[config.mk]
export PLATFORM = sky130hd
export DESIGN_NAME = run_sequencer_flat
export DESIGN_NICKNAME = d
export VERILOG_FILES = /design/src/rtl/run_sequencer_if.sv /design/src/rtl/run_sequencer.sv /design/src/flat_wrapper.sv
export SDC_FILE = /design/constraint.sdc
export NUM_CORES = 1
export LEC_CHECK = 0
export CORE_ASPECT_RATIO = 2
export CORE_MARGIN = 8
export CORE_UTILIZATION = 43
export CTS_CLUSTER_DIAMETER = 50
export DETAILED_ROUTE_END_ITERATION = 8
export GPL_TIMING_DRIVEN = 0
export PLACE_DENSITY = 0.9
export SLEW_MARGIN = 20
export SYNTH_ARGS = -nofsm -noshare
export SYNTH_HDL_FRONTEND = slang
export SYNTH_SLANG_ARGS = --single-unit
[constraint.sdc]
create_clock -name clk -period 3.5 [get_ports clk]
set_input_delay 0.7 -clock clk [delete_from_list [all_inputs] [get_ports clk]]
set_output_delay 0.7 -clock clk [all_outputs]
set_load 0.005 [all_outputs]
[src/rtl/run_sequencer_if.sv]
// Host, core and arbitrated-memory signal bundle for run_sequencer.
// The slave modport is the sequencer side; the master modport is the host/core side.
interface run_sequencer_if #(
    parameter int W  = 8,
    parameter int CW = 16
);
    logic          req;
    logic          done;
    logic          timeout;
    logic          busy;
    logic          core_rst;
    logic          core_done;
    logic          host_we;
    logic [W-1:0]  host_addr;
    logic [W-1:0]  host_din;
    logic          host_ack;
    logic          core_we;
    logic [W-1:0]  core_addr;
    logic [W-1:0]  core_din;
    logic          mem_we;
    logic [W-1:0]  mem_addr;
    logic [W-1:0]  mem_din;
    logic [CW-1:0] cyc_cnt;

    modport master (
        output req, core_done, host_we, host_addr, host_din, core_we, core_addr, core_din,
        input  done, timeout, busy, core_rst, host_ack, mem_we, mem_addr, mem_din, cyc_cnt
    );

    modport slave (
        input  req, core_done, host_we, host_addr, host_din, core_we, core_addr, core_din,
        output done, timeout, busy, core_rst, host_ack, mem_we, mem_addr, mem_din, cyc_cnt
    );
endinterface

[src/rtl/run_sequencer.sv]
// Run sequencer: holds the core in reset, arbitrates its data memory with a host preload port, runs it to completion or cycle limit.
// START follows req by one edge; done is registered; there is no backpressure, and host writes outside IDLE are dropped (host_ack=0).
module run_sequencer #(
    parameter int W       = 8,
    parameter int MAX_CYC = 4096,
    parameter int CW      = 16
) (
    input logic            clk,
    input logic            reset,
    run_sequencer_if.slave bus
);
    typedef enum logic [1:0] {IDLE, START, RUN, DONE} state_t;

    state_t        state;
    state_t        nxt;
    logic [CW-1:0] cnt;
    logic          timeout_q;
    logic          done_q;
    logic          limit_hit;
    logic          host_sel;
    logic          run_phase;
    logic [W-1:0]  sel_addr;
    logic [W-1:0]  sel_din;

    assign limit_hit = (cnt == CW'(MAX_CYC - 1));

    always_ff @(posedge clk or negedge reset) begin
        if (!reset) state <= IDLE;
        else        state <= nxt;
    end

    always_comb begin
        nxt = state;
        case (state)
            IDLE:    if (bus.req) nxt = START;
            START:   nxt = RUN;
            RUN:     if (bus.core_done || limit_hit) nxt = DONE;
            DONE:    if (!bus.req) nxt = IDLE;
            default: nxt = IDLE;
        endcase
    end

    // Reset gates the write strobes directly so an abort cannot leak a write.
    always_comb begin
        host_sel     = (state == IDLE);
        run_phase    = (state == RUN);
        sel_addr     = host_sel ? bus.host_addr : bus.core_addr;
        sel_din      = host_sel ? bus.host_din  : bus.core_din;
        bus.busy     = (state == START) || run_phase;
        bus.core_rst = !run_phase;
        bus.host_ack = reset && host_sel && bus.host_we;
        bus.mem_we   = reset && (host_sel ? bus.host_we : (run_phase && bus.core_we));
        bus.mem_addr = sel_addr;
        bus.mem_din  = sel_din;
    end

    // The counter does not advance on the exit cycle, so it reports RUN cycles elapsed before the stop.
    always_ff @(posedge clk or negedge reset) begin
        if (!reset) begin
            cnt       <= '0;
            timeout_q <= 1'b0;
            done_q    <= 1'b0;
        end else begin
            done_q <= (nxt == DONE);
            if (state == IDLE && nxt == START) begin
                cnt       <= '0;
                timeout_q <= 1'b0;
            end else if (state == RUN) begin
                if (nxt == DONE)
                    timeout_q <= !bus.core_done;
                else if (cnt != {CW{1'b1}})
                    cnt <= cnt + CW'(1);
            end
        end
    end

    assign bus.done    = done_q;
    assign bus.timeout = timeout_q;
    assign bus.cyc_cnt = cnt;
endmodule

[src/flat_wrapper.sv]
// flat-port wrapper written by rule: the top's interface ports become plain ports
module run_sequencer_flat 
#(
    parameter int W       = 8,
    parameter int MAX_CYC = 4096,
    parameter int CW      = 16
)
  (clk, reset, bus_req, bus_core_done, bus_host_we, bus_host_addr, bus_host_din, bus_core_we, bus_core_addr, bus_core_din, bus_done, bus_timeout, bus_busy, bus_core_rst, bus_host_ack, bus_mem_we, bus_mem_addr, bus_mem_din, bus_cyc_cnt);
  run_sequencer_if #(.W(W), .CW(CW)) bus_i ();
  input logic clk;
  input logic reset;
  input wire logic [$bits(bus_i.req)-1:0] bus_req;
  input wire logic [$bits(bus_i.core_done)-1:0] bus_core_done;
  input wire logic [$bits(bus_i.host_we)-1:0] bus_host_we;
  input wire logic [$bits(bus_i.host_addr)-1:0] bus_host_addr;
  input wire logic [$bits(bus_i.host_din)-1:0] bus_host_din;
  input wire logic [$bits(bus_i.core_we)-1:0] bus_core_we;
  input wire logic [$bits(bus_i.core_addr)-1:0] bus_core_addr;
  input wire logic [$bits(bus_i.core_din)-1:0] bus_core_din;
  output wire logic [$bits(bus_i.done)-1:0] bus_done;
  output wire logic [$bits(bus_i.timeout)-1:0] bus_timeout;
  output wire logic [$bits(bus_i.busy)-1:0] bus_busy;
  output wire logic [$bits(bus_i.core_rst)-1:0] bus_core_rst;
  output wire logic [$bits(bus_i.host_ack)-1:0] bus_host_ack;
  output wire logic [$bits(bus_i.mem_we)-1:0] bus_mem_we;
  output wire logic [$bits(bus_i.mem_addr)-1:0] bus_mem_addr;
  output wire logic [$bits(bus_i.mem_din)-1:0] bus_mem_din;
  output wire logic [$bits(bus_i.cyc_cnt)-1:0] bus_cyc_cnt;
  assign bus_i.req = bus_req;
  assign bus_i.core_done = bus_core_done;
  assign bus_i.host_we = bus_host_we;
  assign bus_i.host_addr = bus_host_addr;
  assign bus_i.host_din = bus_host_din;
  assign bus_i.core_we = bus_core_we;
  assign bus_i.core_addr = bus_core_addr;
  assign bus_i.core_din = bus_core_din;
  assign bus_done = bus_i.done;
  assign bus_timeout = bus_i.timeout;
  assign bus_busy = bus_i.busy;
  assign bus_core_rst = bus_i.core_rst;
  assign bus_host_ack = bus_i.host_ack;
  assign bus_mem_we = bus_i.mem_we;
  assign bus_mem_addr = bus_i.mem_addr;
  assign bus_mem_din = bus_i.mem_din;
  assign bus_cyc_cnt = bus_i.cyc_cnt;
  run_sequencer #(.W(W), .MAX_CYC(MAX_CYC), .CW(CW)) u_core (.clk(clk), .reset(reset), .bus(bus_i));
endmodule
Word-level counts from Yosys, hierarchy flattened
Cells that the tools add are included.
{"block": "op_classes", "n_addsub": 1, "n_mul": 0, "n_div": 0, "magnitude_cmp": 0, "n_eq_ne": 8, "n_shift": 0, "n_mux": 14, "bitwise": 0, "n_reduce_logical": 15}
{"operator": "$mux W16", "count": 4}
{"operator": "$add A16 B1 Y16 const B", "count": 1}
{"operator": "$eq A16 B12 Y1 const B", "count": 1}
{"operator": "$mux W8", "count": 2}
{"operator": "$ne A16 B16 Y1 const B", "count": 1}
{"operator": "$pmux W2 S4", "count": 1}
{"operator": "$eq A2 B2 Y1 const B", "count": 3}
{"operator": "$mux W2", "count": 3}
{"operator": "$reduce_bool A2 Y1", "count": 3}
{"operator": "$logic_and A1 B1 Y1", "count": 5}
{"operator": "$eq A2 B1 Y1 const B", "count": 2}
{"operator": "$mux W1", "count": 4}
{"operator": "$reduce_and A3 Y1", "count": 1}
{"operator": "$logic_not A1 Y1", "count": 2}
{"operator": "$logic_not A2 Y1", "count": 1}
{"operator": "$logic_or A1 B1 Y1", "count": 2}
{"operator": "$ne A2 B2 Y1 const B", "count": 1}
{"operator": "$reduce_and A2 Y1", "count": 1}
{"block": "totals", "register_bits": 20, "latchBits": 0, "mem_bits_rw": 0, "romBits": 0, "elab_cells": 42, "mem_count": 0}

Longest topological paths before layout
Gate-level depths: netlist (run 1).
{"block": "logic_depth", "word_depth": 8, "ltp_mapped": 11, "ltp_nobuf": 8}

Least setup slack after synthesis (run 1)
OpenSTA, ideal clock, no wires.
{"block": "synth_timing", "kind": "flip-flop to output port", "start": "reg u_core.state[0]", "end": "out bus_mem_addr[0]", "arrival_ns": 1.811, "required_time_ns": 2.800, "setup_slack_ns": 0.989, "path_stages_with_launch": 6, "path_buffers": 2, "cell_sequence": "dfrtp_1 > inv_1 > ha_1 > clkbuf_1 > clkbuf_1 > mux2_2"}
{"block": "synth_between", "elab_chain_len": 2}
{"item": "start, declared", "line_no": "run_sequencer.sv:14", "rtl": "state_t state;"}
{"item": "start signal, assigned", "line_no": "run_sequencer.sv:29", "rtl": "else state <= nxt;"}
{"item": "$logic_not A2 Y1", "line_no": "run_sequencer.sv:45", "rtl": "host_sel = (state == IDLE);"}
{"item": "$mux W8", "line_no": "run_sequencer.sv:47", "rtl": "sel_addr = host_sel ? bus.host_addr : bus.core_addr;"}
{"item": "end, declared", "line_no": "flat_wrapper.sv:26", "rtl": "output wire logic [$bits(bus_i.mem_addr)-1:0] bus_mem_addr;"}
Every way passes these cells.

Worst setup path after layout (run 1)
{"block": "layout_timing", "start": "reg u_core.state[0]", "end": "out bus_mem_addr[6]"}
Same word-level chain as after synthesis.

==> flow_metrics.tcl, run 1 <==
set metrics [dict create \
    outcome "complete, no violations" \
    antenna_found_initial 0 \
    drc 0 \
    setup_violations 0 \
    layout-drive-gt1-share 0.1392 \
    yosysMostFrequentCell "dfrtp_1" \
    multi_input_area_um2 897.1 \
    final_area_um2 2316 \
    grt_pass1_vias 1905 \
    ys_types 41 \
    grt_max_degree 23 \
    tightest_slew_ns 0.9622 \
    wl_per_cell_um 18.78 \
    dp.cells 266 \
    worst_slack_ns 0.2869 \
    htreeDepth 1 \
    synth_common_cells "dfrtp_1, nand2_1, mux2_2" \
    dr.first_iter.drc_count 55 \
    synthFlopType "dfrtp_1" \
    wirelength_um 5051 \
    ant_nets 0 \
    cts_buffers 3 \
    grt_use_total 0.1805 \
    async_flop_share 1.000 \
    max_cap_violations 0 \
    start_util 0.4427 \
    crit_chain "inv_1 > ha_1 > clkbuf_2 > clkbuf_2 > mux2_2 > clkdlybuf4s50_1" \
    first_pass_iters 4 \
    synth_edf_count 0 \
    synth_nets 202 \
    die_y_um 98.94 \
    dpl_worst_slack_ns 0.1286 \
    clk_pin_slew_ns 0.08 \
    cp.arrival_ns 2.51 \
    fmax_ghz 0.3112 \
    power_report.internal_total_mw 0.7571 \
    netSwitchingPower_mw 0.4799 \
    synth_fa_ha_area_frac 0.04230 \
    stdcell_count 269 \
    vdd_drop_max_mv 0.4689 \
    numPortBuffers 75 \
    path_max_fanout 10 \
    synthCells 159 \
    grt_overflow_total 0 \
    skew_ns 0.007265 \
    pwr-share-seq 0.240 \
    antenna_cells 0 \
    total_power_mw 1.237 \
    cp-start-kind "flop" \
    drt-vias-per-instance 6.193 \
    fillers 258 \
    synth_xor_area_frac 0 \
    dp_hpwl_um 4083 \
    critPathMostFrequentCell "clkbuf_2" \
    row_count 30 \
    core_um2 3341 \
    clock_latency_ns 0.26 \
    fin_crit_ns 3.213 \
    hold_violations 0 \
    finalWeightedCongestion 0.8337 \
    cts.sinks 20 \
    synth_area_leaders "dfrtp_1, mux2_2, or4_1" \
    grt_pass1_wl_um 8369 \
    leakage_nw 0.9228 \
    period_share 0.9180 \
    power_frac_comb 0.635 \
    cts_tree "yes" \
    p_per_area_nw_per_um2 534.1 \
    fin_setup_tns_ns 0 \
    yosysSeqAreaShare 0.3384 \
    clockBufferDepth 2 \
    crit_required_ns 2.80 \
    cpMaxStageDelayCell "dfrtp_1" \
    clkPwrFrac 0.125 \
    ios 76 \
    swShare 0.3880 \
    final_nets 282 \
    max_stage_delay_ns 0.48 \
    yosys.area_share.simple 0.2437 \
    synth-compound-area-share 0.1853 \
    ys_ff_latch 20 \
    worst_setup_path_end_kind "output port" \
    whs_ns 0.5538 \
    synth_top_family_by_area "simple AND/OR/NAND/NOR gates" \
    yosysWarnings 0 \
    yosys.area.top_type "dfrtp_1" \
    rsz0062_at_grt "false" \
    via_count 1666 \
    path_class "flop to output port" \
    die_w_um 57.47 \
    fin_util 0.6933 \
    synth_top_area_share 0.3384 \
    syn2layout_area_growth_pct 56.60 \
    regArea_um2 500.5 \
    relSlewSlack 0.3575 \
    syn_avg_cell_area_um2 9.301 \
    cts_root_buf "clkbuf_8" \
    synth.area.mux_share 0.1354 \
    slew_viol_final 0 \
    syn-cell-area_um2 1479 \
    die_area_um2 5686 \
    hp-class "flop to flop" \
    placed_area_um2 2270 \
]
-- path summary, 6_finish.rpt --
kind | startpoint | endpoint | slack (ns) | depth (start not counted)
setup / recovery | u_core.state[0] | bus_mem_addr[6] | 0.29 | 6
hold / removal | u_core.bus.timeout | u_core.bus.timeout | 0.55 | 2
setup reg to reg | u_core.state[0] | u_core.bus.cyc_cnt[4] | 0.81 | 10
hold reg to reg | u_core.bus.timeout | u_core.bus.timeout | 0.55 | 2
max in group asynchronous | reset | u_core.bus.cyc_cnt[2] | 2.33 | 1
min in group asynchronous | reset | u_core.bus.cyc_cnt[15] | 0.58 | 1
-- cell usage in the layout (no fill, tap or decap), types with 2 or more instances in the layout --
cell type	netlist	final
mux2i_1	2	2
a31o_2	2	2
a31oi_1	3	3
clkbuf_8	0	3
a21oi_1	8	8
nand3_1	10	10
dfrtp_1	20	20
nand2_1	18	18
buf_6	2	2
clkdlybuf4s50_1	0	74
nor3_1	3	3
o21ai_0	4	4
and3_1	4	4
ha_1	5	5
inv_1	5	5
o21a_1	2	2
mux2_2	16	16
or4_1	10	10
clkbuf_2	0	2
o31ai_1	7	7
nor2_1	9	9
nand4_1	3	3
nor2b_1	3	3
-- flip-flops by register name, indices dropped and copies added, names as in the netlist --
register and cells:
u_core.bus.cyc_cnt 16, u_core.bus.done 1, u_core.bus.timeout 1, u_core.state 2
-- power groups by stage --
| stage | logic [mW] | clock network (mW) | registers, mW |
|---|---|---|---|
| after floorplan | 0.431 | 0 | 0.293 |
| after global placement | 0.768 | 0 | 0.298 |
| after detailed placement | 0.780 | 0 | 0.301 |
| after CTS | 0.787 | 0.154 | 0.297 |
| after global routing | 0.853 | 0.157 | 0.300 |
| final | 0.786 | 0.154 | 0.297 |
-- logic make-up after synthesis --
| kind of cell | after synthesis |
|---|---|
| adder cells (fa/ha/maj) | 5 |
| multiplexers | 18 |
| flip-flops | 20 |
| AO/OA/AOI/OAI | 37 |
| AND/OR/NAND/NOR | 65 |
| buffers and inverters | 14 |
-- layout make-up --
type | count | share of cell area
plain buffers | 8 | 0.02539
clock buffers | 3 | 0.01783
inverters | 6 | 0.01080
multi-input cells | 125 | 0.3874
flip-flops and latches | 20 | 0.2161
well taps | 32 | 0.01729
repair buffers | 75 | 0.3252
-- worst max-delay path, delay by kind of cell, from the launching register on --
family	cells	cell delay (ns)
flip-flops	1	0.48
adder cells (fa/ha/maj)	1	0.26
multiplexers	1	0.36
buffers and inverters	4	1.13
-- timing repair --
| item | CTS | global route |
|---|---|---|
| cloned | 0 | 0 |
| gates resized for setup | 1 | 3 |
| endpoints found under the hold margin | 0 | 0 |
| setup endpoints to repair | 9 | 10 |
| buffers inserted | 0 | 0 |
| hold buffers | 0 | 0 |
-- layer usage --
metal	routed length, um	share of wire	track usage
met1	1669	0.33	0.1662
met2	2653	0.53	0.3348
met3	587	0.12	0.07311
met4	141	0.028	0.06809
met5	0	0	0
No activity file was read; power rests on OpenSTA's default activity.
==> run 2: changes to the inputs <==
Settings changed: CTS_CLUSTER_SIZE set to 10, PLACE_DENSITY 0.9 to 0.95.
==> run 2 against run 1 <==
Against the previous run: register-to-register slack is essentially flat; core utilization stayed put; critical path depth unchanged; sequential share of layout area unchanged; maximum frequency decreased by 0.41%; largest cell class unchanged.
==> flow_metrics.tcl, run 2 (synthesis results as in run 1) <==
set metrics [dict create \
    vdd_drop_max_mv 0.4424 \
    via_count 1685 \
    hp-class "flop to flop" \
    finalWeightedCongestion 0.8836 \
    cts_setup_buffers 0 \
    fillers 238 \
    leakage_nw 0.9228 \
    cts_buffers 3 \
    ff2ff_path_depth 10 \
    setup_violations 0 \
    crit_required_ns 2.80 \
    wl_per_cell_um 19.58 \
    drt-vias-per-instance 6.264 \
    final_nets 282 \
    first_pass_iters 4 \
    fmax_ghz 0.3099 \
    worstReg2RegEnd "u_core.bus.cyc_cnt[4]" \
    final_area_um2 2316 \
    cp.arrival_ns 2.53 \
    max_cap_violations 0 \
    clock_latency_ns 0.26 \
    cts_root_buf "clkbuf_8" \
    whs_ns 0.5642 \
    drc 0 \
    numPortBuffers 75 \
    final_cell_mix "clkdlybuf4s50_1, dfrtp_1, nand2_1" \
    period_share 0.9218 \
    die_y_um 98.94 \
    fin_setup_tns_ns 0 \
    p_per_area_nw_per_um2 538.4 \
    grt_pass1_vias 1900 \
    path_max_fanout 10 \
    grt_max_degree 23 \
    antenna_cells 0 \
    htreeDepth 1 \
    reg2reg_from "u_core.state[0]" \
    tightest_slew_ns 1.000 \
    core_um2 3341 \
    wirelength_um 5266 \
    hold_end "u_core.bus.cyc_cnt[1]" \
    layout_commonest_cell "clkdlybuf4s50_1" \
    syn2layout_area_growth_pct 56.60 \
    skew_ns 0.005125 \
    worst_setup_path_end_kind "output port" \
    hold_depth 1 \
    antenna_found_initial 0 \
    grt_use_total 0.1906 \
    cp-start-kind "flop" \
    relSlewSlack 0.3321 \
    dp_hpwl_um 4228 \
    largest_register_ffs 16 \
    dr.first_iter.drc_count 74 \
    slew_viol_final 0 \
    clk_pin_slew_ns 0.08 \
    start_util 0.4427 \
    ios 76 \
    placed_area_um2 2270 \
    row_count 30 \
    cts.sinks 20 \
    total_power_mw 1.247 \
    outcome "complete, no violations" \
    hold_start "u_core.bus.cyc_cnt[1]" \
    die_area_um2 5686 \
    regArea_um2 500.5 \
    ant_nets 0 \
    layout-drive-gt1-share 0.1392 \
    grt_pass1_wl_um 8700 \
    regToRegSetupSlack_ns 0.81 \
    fin_crit_ns 3.226 \
    rsz0062_at_grt "false" \
    path_class "flop to output port" \
    grt_overflow_total 0 \
    multi_input_area_um2 897.1 \
    clockBufferDepth 2 \
    cts_hold_buffers 0 \
    die_w_um 57.47 \
    hold_violations 0 \
    cts_tree "yes" \
]
run 2: cell type report:
type,count,area share
repair buffers,75,0.3252
flip-flops and latches,20,0.2161
well taps,32,0.01729
multi-input cells,125,0.3874
clock buffers,3,0.01783
plain buffers,8,0.02539
inverters,6,0.01080
run 2: critical path: stages (launching register included):
cell	delay (ns)
dfrtp_1	0.48
inv_1	0.12
ha_1	0.26
clkbuf_2	0.29
clkbuf_2	0.29
mux2_2	0.36
clkdlybuf4s50_1	0.46
run 2: what timing repair did:
action	in CTS	in global routing
gates resized for setup	1	3
gates cloned	0	0
endpoints found under the setup margin	9	10
run 2: worst max path at each step:
stage                    start         endpoint  slack, ns  cells after the start
5_1_grt        u_core.state[0]  bus_mem_addr[4]       0.11                      6
2_1_floorplan  u_core.state[0]  bus_mem_addr[0]       0.99                      5
6_report       u_core.state[0]  bus_mem_addr[6]       0.27                      6
3_5_place_dp             reset     bus_host_ack       0.09                      3
4_1_cts        u_core.state[0]  bus_mem_addr[6]       0.08                      6
3_3_place_gp             reset     bus_host_ack        0.1                      3
run 2: where the power goes:
group	switching [mW]	total [mW]	internal [mW]
clock network	0.0783	0.155	0.0768
logic	0.375	0.797	0.422
registers	0.0357	0.295	0.259
run 2: stage by stage:
step / worst slack [ns] / util / cells
after global placement: 0.09854 / 0.6794 / 266
after global routing: 0.1104 / 0.6933 / 269
after detailed placement: 0.09313 / 0.6794 / 266
after CTS: 0.08107 / 0.6921 / 269
final: 0.2736 / 0.6933 / 269
after floorplan: 0.9890 / - / 159
run 2: layer usage:
layer | vias to the layer above | share of wire | global-route usage
met1 | 783 | 0.33 | 0.1635
met3 | 25 | 0.12 | 0.09399
met5 | - | 0 | 0
met2 | 113 | 0.52 | 0.3497
li1 | 764 | - | -
met4 | 0 | 0.037 | 0.08560
==> run 3: changes to the inputs <==
--- a/config.mk
+++ b/config.mk
@@ -8,5 +8,6 @@
 export CORE_ASPECT_RATIO = 2
 export CORE_MARGIN = 8
-export CORE_UTILIZATION = 43
+export CORE_UTILIZATION = 44
+export CTS_BUF_LIST = sky130_fd_sc_hd__clkbuf_4
 export CTS_CLUSTER_DIAMETER = 50
 export CTS_CLUSTER_SIZE = 10
==> constraint.sdc (replaced) <==
create_clock -name clk -period 3.5 [get_ports clk]
set_input_delay 0.35 -clock clk [delete_from_list [all_inputs] [get_ports clk]]
set_output_delay 0.35 -clock clk [all_outputs]
set_load 0.005 [all_outputs]
==> run 3 against run 2 <==
Against the previous run: cell count up 0.37%; critical endpoint unchanged; first-iteration DRC count down 14%; total power up 2.4%; combinational power down 1%; highest routed layer unchanged; global-route usage down 1.6 points; core utilization up 0.98 points; clock power up 27%; routed wire length down 2.9%; sequential share of layout area down 0.058 points; die area down 1.8%; setup slack worse by 0.051 ns; hold slack worse by 0.014 ns; largest cell class unchanged.
==> flow_metrics.tcl, run 3 (synthesis results as in run 1) <==
set metrics [dict create \
    first_pass_iters 4 \
    htreeDepth 1 \
    dr.first_iter.drc_count 64 \
    grt_pass1_vias 1611 \
    largest_register_ffs 16 \
    worstReg2RegEnd "u_core.bus.cyc_cnt[4]" \
    core_um2 3303 \
    grt_max_degree 23 \
    p_per_area_nw_per_um2 549.9 \
    fin_setup_tns_ns 0 \
    cp-start-kind "flop" \
    leakage_nw 0.9140 \
    final_cell_mix "clkdlybuf4s50_1, dfrtp_1, nand2_1" \
    dp_hpwl_um 4064 \
    grt_overflow_total 0 \
    cp.arrival_ns 2.93 \
    via_count 1614 \
    fmax_ghz 0.3051 \
    crit_required_ns 3.15 \
    max_cap_violations 0 \
    fin_crit_ns 3.277 \
    cpMaxStageDelayCell "dfrtp_1" \
    drt-vias-per-instance 5.978 \
    tightest_slew_ns 0.9574 \
    wirelength_um 5114 \
    setup_violations 0 \
    drc 0 \
    hold_violations 0 \
    path_class "flop to output port" \
    wl_per_cell_um 18.94 \
    cts_setup_buffers 0 \
    vdd_drop_max_mv 0.4452 \
    die_y_um 97.99 \
    cts_root_buf "clkbuf_4" \
    ios 76 \
    final_area_um2 2322 \
    reg2reg_from "u_core.state[0]" \
    grt_use_total 0.1747 \
    die_area_um2 5585 \
    grt_pass1_wl_um 8259 \
    placed_area_um2 2270 \
    cts.sinks 20 \
    cts-resized-gates 0 \
    regToRegSetupSlack_ns 0.82 \
    worst_slack_ns 0.2225 \
    outcome "complete, no violations" \
    die_w_um 57.00 \
    layout-drive-gt1-share 0.1345 \
    syn2layout_area_growth_pct 57.02 \
    antenna_found_initial 0 \
    crit_chain "inv_1 > ha_1 > clkbuf_1 > clkbuf_1 > mux2_2 > clkdlybuf4s50_1" \
    clockBufferDepth 2 \
    row_count 30 \
    layout_commonest_cell "clkdlybuf4s50_1" \
    slew_viol_final 0 \
    period_share 0.9364 \
    path_max_fanout 10 \
    skew_ns 0.004051 \
    start_util 0.4477 \
    dpl_worst_slack_ns 0.5666 \
    finalWeightedCongestion 0.8534 \
    clk_pin_slew_ns 0.13 \
    rsz0062_at_grt "false" \
    ant_nets 0 \
    relSlewSlack 0.3597 \
    cts_tree "yes" \
    antenna_cells 0 \
    whs_ns 0.5505 \
    cts_hold_buffers 0 \
    ff2ff_path_depth 10 \
    numPortBuffers 75 \
    clock_latency_ns 0.32 \
    max_stage_delay_ns 0.50 \
    critPathMostFrequentCell "clkbuf_1" \
    cts_buffers 3 \
    hp-class "input pin to async pin" \
    final_nets 282 \
    worst_setup_path_end_kind "output port" \
]
==> run 3: changes by cell type in the layout (fill, tap and decap cells not counted), sizes merged <==
cell / before / now
bufinv: 0 / 1
clkdlybuf4s50: 74 / 75
dlymetal6s2s: 1 / 0
==> run 3: metrics by stage <==
step / total power [mW] / utilization / std cells
floorplan: 0.7240 / - / 159
global placement: 1.056 / 0.6871 / 266
detailed placement: 1.084 / 0.6871 / 266
CTS: 1.281 / 0.7030 / 270
global route: 1.351 / 0.7030 / 270
finish: 1.277 / 0.7030 / 270
==> run 3: power breakdown <==
group / internal [mW] / total [mW] / switching, mW
combinational: 0.418 / 0.786 / 0.368
clock: 0.116 / 0.197 / 0.0816
sequential: 0.259 / 0.293 / 0.0347
==> run 3: worst max-delay path: cells and delay by family (launching register included) <==
kind       cells  cell delay, ns
buf+inv        4            1.43
flops          1            0.50
mux            1            0.41
fa+ha+maj      1            0.26
==> run 3: routing by layer <==
layer,GRT usage,share of wire
met3,0.03117,0.073
met4,0.03818,0.012
met2,0.2930,0.50
met5,0,0
met1,0.2227,0.42
==> run 3: how the worst max path moves through the flow <==
stage / from / endpoint / depth (start not counted)
after floorplan: u_core.state[0] / u_core.bus.cyc_cnt[4] / 10
after global placement: u_core.state[0] / bus_mem_addr[3] / 6
after detailed placement: u_core.state[0] / bus_mem_addr[3] / 6
after CTS: u_core.state[0] / bus_mem_addr[3] / 6
after global routing: u_core.state[0] / bus_mem_addr[6] / 6
final: u_core.state[0] / bus_mem_addr[6] / 6
==> run 3: layout make-up <==
cell class	count	area, um2
Buffer	8	56.30
Clock buffer	3	22.52
Clock inverter	1	30.03
Fill cell	248	980.9
Inverter	6	25.02
Multi-Input combinational cell	125	897.1
Sequential cell	20	500.5
Tap cell	32	40.04
Timing Repair Buffer	75	750.7
